<file path="src/rtl/dmem_bus_master.sv">
// Byte-serial data-memory initiator: splits a 64-bit load/store into eight
// byte handshakes, little-endian, and flags out-of-range requests in IDLE.
module dmem_bus_master #(
  parameter int unsigned ADDR_LIMIT = 1024
) (
  input  logic        clk_i,
  input  logic        rst_i,
  input  logic        req_read_i,
  input  logic        req_write_i,
  input  logic [63:0] req_addr_i,
  input  logic [63:0] req_wdata_i,
  output logic        stall_o,
  output logic        done_o,
  output logic [63:0] rdata_o,
  output logic        dmem_error_o,
  output logic        bus_valid_o,
  input  logic        bus_ready_i,
  output logic        bus_we_o,
  output logic [63:0] bus_addr_o,
  output logic [7:0]  bus_wdata_o,
  input  logic [7:0]  bus_rdata_i
);

  // state | meaning
  // IDLE  | waiting for a request; error check active
  // XFER  | byte transfers 0..7 in flight, pipeline stalled
  // DONE  | one-cycle completion pulse, load data presented
  typedef enum logic [1:0] {IDLE, XFER, DONE} state_t;

  localparam logic [63:0] MAX_ADDR = 64'(ADDR_LIMIT) - 64'd8;

  state_t      state;
  logic [2:0]  idx;
  logic [63:0] base_q;
  logic [63:0] wdata_q;
  logic [63:0] data_q;
  logic        we_q;

  logic req_any;
  logic err;
  logic accept;
  logic in_xfer;

  assign req_any = req_read_i | req_write_i;
  assign err     = (req_read_i & req_write_i) | (req_any & (req_addr_i > MAX_ADDR));
  assign accept  = (state == IDLE) & req_any & ~err;
  assign in_xfer = (state == XFER);

  always_ff @(posedge clk_i or posedge rst_i) begin
    if (rst_i) begin
      state   <= IDLE;
      idx     <= 3'd0;
      base_q  <= 64'd0;
      wdata_q <= 64'd0;
      data_q  <= 64'd0;
      we_q    <= 1'b0;
    end else begin
      case (state)
        IDLE: begin
          if (accept) begin
            base_q  <= req_addr_i;
            wdata_q <= req_wdata_i;
            we_q    <= req_write_i;
            idx     <= 3'd0;
            data_q  <= 64'd0;
            state   <= XFER;
          end
        end
        XFER: begin
          if (bus_ready_i) begin
            if (!we_q) data_q[{idx, 3'b000} +: 8] <= bus_rdata_i;
            idx <= idx + 3'd1;
            if (idx == 3'd7) state <= DONE;
          end
        end
        DONE:    state <= IDLE;
        default: state <= IDLE;
      endcase
    end
  end

  // Bus outputs decode straight from state so reset removes them immediately.
  assign bus_valid_o  = in_xfer;
  assign bus_we_o     = in_xfer & we_q;
  assign bus_addr_o   = in_xfer ? (base_q + {61'd0, idx}) : 64'd0;
  assign bus_wdata_o  = in_xfer ? wdata_q[{idx, 3'b000} +: 8] : 8'd0;
  assign done_o       = (state == DONE);
  assign rdata_o      = ((state == DONE) && !we_q) ? data_q : 64'd0;
  assign stall_o      = in_xfer | accept;
  assign dmem_error_o = (state == IDLE) & err;

endmodule

</file>
<file path="config.mk">
export PLATFORM = sky130hd
export DESIGN_NAME = dmem_bus_master
export DESIGN_NICKNAME = d
export VERILOG_FILES = /design/src/rtl/dmem_bus_master.sv
export SDC_FILE = /design/constraint.sdc
export NUM_CORES = 1
export LEC_CHECK = 0
export CAP_MARGIN = 10
export CORE_ASPECT_RATIO = 0.75
export CORE_MARGIN = 2
export CORE_UTILIZATION = 48
export CTS_BUF_LIST = sky130_fd_sc_hd__clkbuf_2
export DETAILED_ROUTE_END_ITERATION = 8
export PLACE_DENSITY = 0.84
export SYNTH_ARGS = -nofsm -noshare
export SYNTH_HDL_FRONTEND = slang
export SYNTH_SLANG_ARGS = --single-unit
</file>
<file path="constraint.sdc">
create_clock -name clk_i -period 8.5 [get_ports clk_i]
set_clock_uncertainty 0.2 [all_clocks]
set_input_delay 1.275 -clock clk_i [delete_from_list [all_inputs] [get_ports clk_i]]
set_output_delay 1.275 -clock clk_i [all_outputs]
set_load 0.02 [all_outputs]
</file>
### Yosys cells after proc, flatten, opt, wreduce, memory -nomap -nowiden

Index checks and enable logic that the tools add are counted.

* logic and storage cells: 53
* bits of input ports: 141
* register bits: 198
* output and inout port bits: 141

* $lt $le $gt $ge: 1
* muxes and demuxes: 15
* shift-type cells: 3
* equality and inequality tests: 7
* add/subtract/negate cells: 3
* reduce and logical (&&, ||, !) cells: 8
* bitwise logic cells: 10

Operators with widths (count)
* $mux 64: 5
* $pmux 64 s2: 1
* $add 64x3->64: 1
* $bwmux 64: 1
* $gt 64x10->1 const B: 1
* $shift 8x8->64 const A: 1
* $shiftx 64x7->8: 1
* $shiftx 8x8->64: 1
* $mux 8: 1
* $neg 6->8: 1
* $and 1x1->1: 6
* $mux 2: 3
* $mux 3: 2
* $ne 2x2->1 const B: 3
* $pmux 3 s2: 1
* $reduce_and 3->1: 2
* $pmux 2 s2: 1
* $reduce_and 4->1: 1
* $add 3x1->3 const B: 1
* $eq 3x3->1 const B: 1
* $or 1x1->1: 3
* $eq 2x1->1 const B: 1
* $eq 2x2->1 const B: 1
* $logic_not 2->1: 1
* 6 further kinds: 6

### Longest topological paths before layout

* depth in word-level cells: 7
* depth in mapped cells: 10
* depth with buffers taken out: 8

### Worst setup path before layout

Ideal clock, no wire load.

* kind: input-to-output
* start: input port req_addr_i[29]
* end: output port stall_o
* arrival time: 2.913 ns
* buffers on the path: 0
* path slack: 4.112 ns
* stages on the path: 4
* required time: 7.025 ns
* cell sequence: or4_1 a2111oi_1 o311ai_1 o21ai_0

* word-level cells in the longest chain between the ends: 6

Ends and longest elaborated chain
* start: declaration: RTL line 10 `input logic [63:0] req_addr_i,`
* $gt 64x10->1: RTL line 45 `assign err = (req_read_i & req_write_i) | (req_any & (req_addr_i > MAX_ADDR));`
* $and 1x1->1: RTL line 45
* $or 1x1->1: RTL line 45
* $not 1->1: RTL line 46 `assign accept = (state == IDLE) & req_any & ~err;`
* $and 1x1->1: RTL line 46
* $or 1x1->1: RTL line 89 `assign stall_o = in_xfer | accept;`
* end: declaration: RTL line 12 `output logic stall_o,`

Every way passes these cells.

### Worst setup path after layout

* start: register idx[2]
* end: output port bus_addr_o[61]

* word-level cells in the longest chain between the ends: 2

Ends and longest elaborated chain
* start: declaration: RTL line 33 `logic [2:0] idx;`
* start signal: assignment: RTL line 72 `idx <= idx + 3'd1;`
* $add 64x3->64: RTL line 85 `assign bus_addr_o = in_xfer ? (base_q + {61'd0, idx}) : 64'd0;`
* $mux 64: RTL line 85
* end: declaration: RTL line 19 `output logic [63:0] bus_addr_o,`

Every way passes these cells.

==> summary.md <==
• row count: 47
• count of different cell masters after synthesis: 49
• highest clock rate: 0.156 GHz
• share of synthesized area occupied by flip-flops and latches: 46.6%
• Worst Max-Slew Pin Slew: 1080 ps
• total negative slack for setup checks: 0 ps
• main combinational cell family by area after synthesis: simple AND/OR/NAND/NOR gates
• combinational power share: 6.4%
• gpl congestion: 0.857
• endpoint of the most critical setup path: bus_addr_o[61]
• data arrival time of the critical path: 4940 ps
• Sequential Area: 0.00495 sq mm
• final number of hold-violating endpoints: 0
• total number of vias: 9250
• launch point of the critical path: idx[2]
• data required time at the worst endpoint: 7030 ps
• Initial Util: 48.6%
• number of enable flip-flop cells after synthesis: 0
• leakage dissipation: 5.76 nW
• synthesized-area fraction occupied by ao, oa, aoi and oai cells: 13.0%
• Multi-input gate area: 0.00526 sq mm
• Main synth FF type: sky130_fd_sc_hd__dfrtp_1
• Die Height: 133 microns
• remaining global-route overflow: 0
• first-pass iteration count of the detailed router: 5
• vias in the first global route: 8662
• result of the run: complete, no violations
• area share of fa/ha/maj cells after synthesis: 1.37%
• post-layout minimum cycle time: 6420 ps
• fraction of the mapped netlist area in simple logic gates: 21.9%
• Critical Path End Type: output port
• count of final max-slew check failures: 0
• number of nets at the end of the flow: 1457
• final setup vio count: 0
• Gate Count Post-Synth: 1074
• clock tree buffer depth: 2
• antenna viol nets, final: 0
• part of the total power dissipated in sequential elements: 61.5%
• worst hold path class: reg -> reg
• number of antenna violations at the first check in global routing: 0
• estimated wirelength of the detail-placed design: 21300 microns
• Cell Area, Placed: 0.0135 sq mm
• die width: 176 microns
• share of layout cells above drive strength 1: 5.61%
• wire length reported by the detailed router: 29700 microns
• Total Routing Usage GR: 25.2%
• cell area after synthesis: 0.0106 sq mm
• area share of the leading cell type in the synthesized netlist: 46.6%
• r2r setup slk: 5360 ps
• maximum number of pins on one net before global-route repair: 198
• ys async rst share: 100%
• multiplexer area fraction after synthesis: 11.6%
• H-Tree Level Count: 4
• Area contributors post-synth: sky130_fd_sc_hd__dfrtp_1, sky130_fd_sc_hd__mux2_1, sky130_fd_sc_hd__nand2_1
• Clock Tree Root: sky130_fd_sc_hd__clkbuf_2
• RSZ-0062 raised after global routing: no
• final instance count without filler cells: 1612
• total inserted antenna cells: 0
• number of buffers inserted for hold repair after clock tree synthesis: 0
• DR DRC count: 0
• portion of the clock cycle consumed by the worst path in the final layout: 75.5%
• floorplan core area: 0.0219 sq mm
• CTS tree: yes
• clk sinks: 198
• total setup buffers inserted after CTS: 0
• reg2reg end: data_q[63]
• # placed instances: 1580
• synthesis warning total: 0
• pre-CTS setup slack: 3000 ps
• final std cell area, no fill: 0.0138 sq mm
• total die area: 0.0234 sq mm
• relative slew slack: 28.0%
• final critical-path setup slack: 2080 ps
• number of resized instances in the post-cts repair step: 0
• reported net switching power: 0.407 mW
• nature of the critical path startpoint: register
• clock network latency to the later pin of the worst-skew pair: 780 ps
• number of stages on the worst hold path: 1
• fraction of power consumed by the clock network: 32.1%
• Worst R2R Path Depth: 6
• global-route wire length before repair: 46600 microns
• net switching share of the total power: 26.5%
• area added between synthesis and finish: 29.7%
• Worst Hold Launch: wdata_q[48]
• worst setup path class: reg -> out
• Synth Area per Inst: 9.90 sq um
• cell taking the most area after synthesis: sky130_fd_sc_hd__dfrtp_1
• number of filler cells placed in the layout: 1796
• 1st-iter DRT viols: 1006
• number of clock buffers inserted by TritonCTS: 17
• total of max-cap violations: 0
• cell internal pwr: 1.13 mW
• syn nets: 1226
• # IOs: 282
• flop and latch count out of synthesis: 198
• vias per std cell: 5.74
• Synth Area in XOR/XNOR: 1.57%
• maximum vdd drop: 89.3 uV
• startpoint of the most critical register-to-register path: idx[2]
• I/O Buffers: 281
• largest driver fanout on the critical path: 27
• clock transition at the registers of the reported paths: 310 ps
• PwrDens: 111 mW/mm^2
• detailed-route wire length per cell: 18.5 microns
==> cell type report <==
type / count / share of cell area (%)
timing repair buffer: 288 / 20.9
clock buffer: 17 / 0.617
inverter: 15 / 0.463
multi-input combinational: 785 / 38.1
sequential: 198 / 35.9
clock inverter: 15 / 1.32
tap: 294 / 2.67
==> worst max-delay path, stage by stage (launching register included) <==
cell and delay (ps):
sky130_fd_sc_hd__dfrtp_1 670, sky130_fd_sc_hd__ha_1 480, sky130_fd_sc_hd__o21ai_0 90, sky130_fd_sc_hd__nor2_1 600, sky130_fd_sc_hd__nand3_1 810, sky130_fd_sc_hd__or4_1 730
sky130_fd_sc_hd__a21oi_1 170, sky130_fd_sc_hd__clkdlybuf4s50_1 630
==> stage by stage <==
stage	hold WS [ps]	util [%]	total power, mW
2_1_floorplan	252	-	0.981
3_3_place_gp	262	61.8	1.06
3_5_place_dp	270	61.8	1.06
4_1_cts	327	63.0	1.55
5_1_grt	338	63.0	1.60
6_report	321	63.0	1.54
==> how the worst min path moves through the flow <==
stage	end	slack [ps]
4_1_cts	wdata_q[48]	330
5_1_grt	wdata_q[48]	340
3_3_place_gp	wdata_q[46]	260
2_1_floorplan	wdata_q[16]	250
3_5_place_dp	wdata_q[48]	270
6_report	wdata_q[48]	320
==> power groups by stage <==
stage	clock, mW	combinational (mW)	sequential [mW]
finish	0.493	0.0987	0.946
global placement	0	0.0995	0.960
detailed placement	0	0.100	0.960
CTS	0.506	0.100	0.946
global route	0.543	0.106	0.946
floorplan	0	0.0206	0.960
==> cells in the final DEF (no fill, tap or decap), types with 13 or more instances in the layout <==
cell / instances
sky130_fd_sc_hd__nand3_1: 23
sky130_fd_sc_hd__mux2_1: 68
sky130_fd_sc_hd__inv_1: 14
sky130_fd_sc_hd__or4_1: 28
sky130_fd_sc_hd__nor2_1: 53
sky130_fd_sc_hd__nand4_1: 25
sky130_fd_sc_hd__nand2_1: 134
sky130_fd_sc_hd__dfrtp_1: 198
sky130_fd_sc_hd__clkbuf_2: 17
sky130_fd_sc_hd__o21ai_0: 78
sky130_fd_sc_hd__a21oi_1: 41
sky130_fd_sc_hd__clkdlybuf4s50_1: 281
sky130_fd_sc_hd__xor2_1: 13
sky130_fd_sc_hd__mux4_2: 16
sky130_fd_sc_hd__nor2b_1: 50
sky130_fd_sc_hd__o31ai_1: 23
sky130_fd_sc_hd__a22oi_1: 58
sky130_fd_sc_hd__nor4_1: 17
sky130_fd_sc_hd__and2_1: 70
==> Yosys cell counts, drive strengths merged, types with 5 or more instances <==
cell type,count
dfrtp,198
nand2,134
o21ai,78
mux2,75
and2,71
a22oi,58
clkbuf,55
nor2,54
nor2b,51
a21oi,41
or4,28
nand4,25
nand3,23
o31ai,23
buf,21
nor4,18
mux4,16
inv,15
xor2,13
or3,11
ha,10
nor3,10
a21boi,6
xnor2,6
and3,5
o211ai,5
==> cell families after synthesis <==
| kind of cell | after synthesis |
|---|---|
| AND/OR/NAND/NOR | 439 |
| AO/OA/AOI/OAI | 222 |
| flip-flops | 198 |
| multiplexers | 94 |
| buffers and inverters | 91 |
| XOR/XNOR | 19 |
| adder cells (fa/ha/maj) | 11 |
==> flip-flops by register name, summed over array words and instances (netlist names) <==
| name | flops |
|---|---|
| base_q | 64 |
| data_q | 64 |
| idx | 3 |
| state | 2 |
| wdata_q | 64 |
| we_q | 1 |
==> per-layer routing <==
metal	wire length [microns]	part of all wire [%]	up-vias	track usage, %
li1	-	-	4310	-
met1	12600	42	4460	35.3
met2	13600	46	441	38.6
met3	2880	9.7	39	7.33
met4	621	2.1	0	6.66
met5	0	0	-	0
No activity file was read; power rests on OpenSTA's default activity.
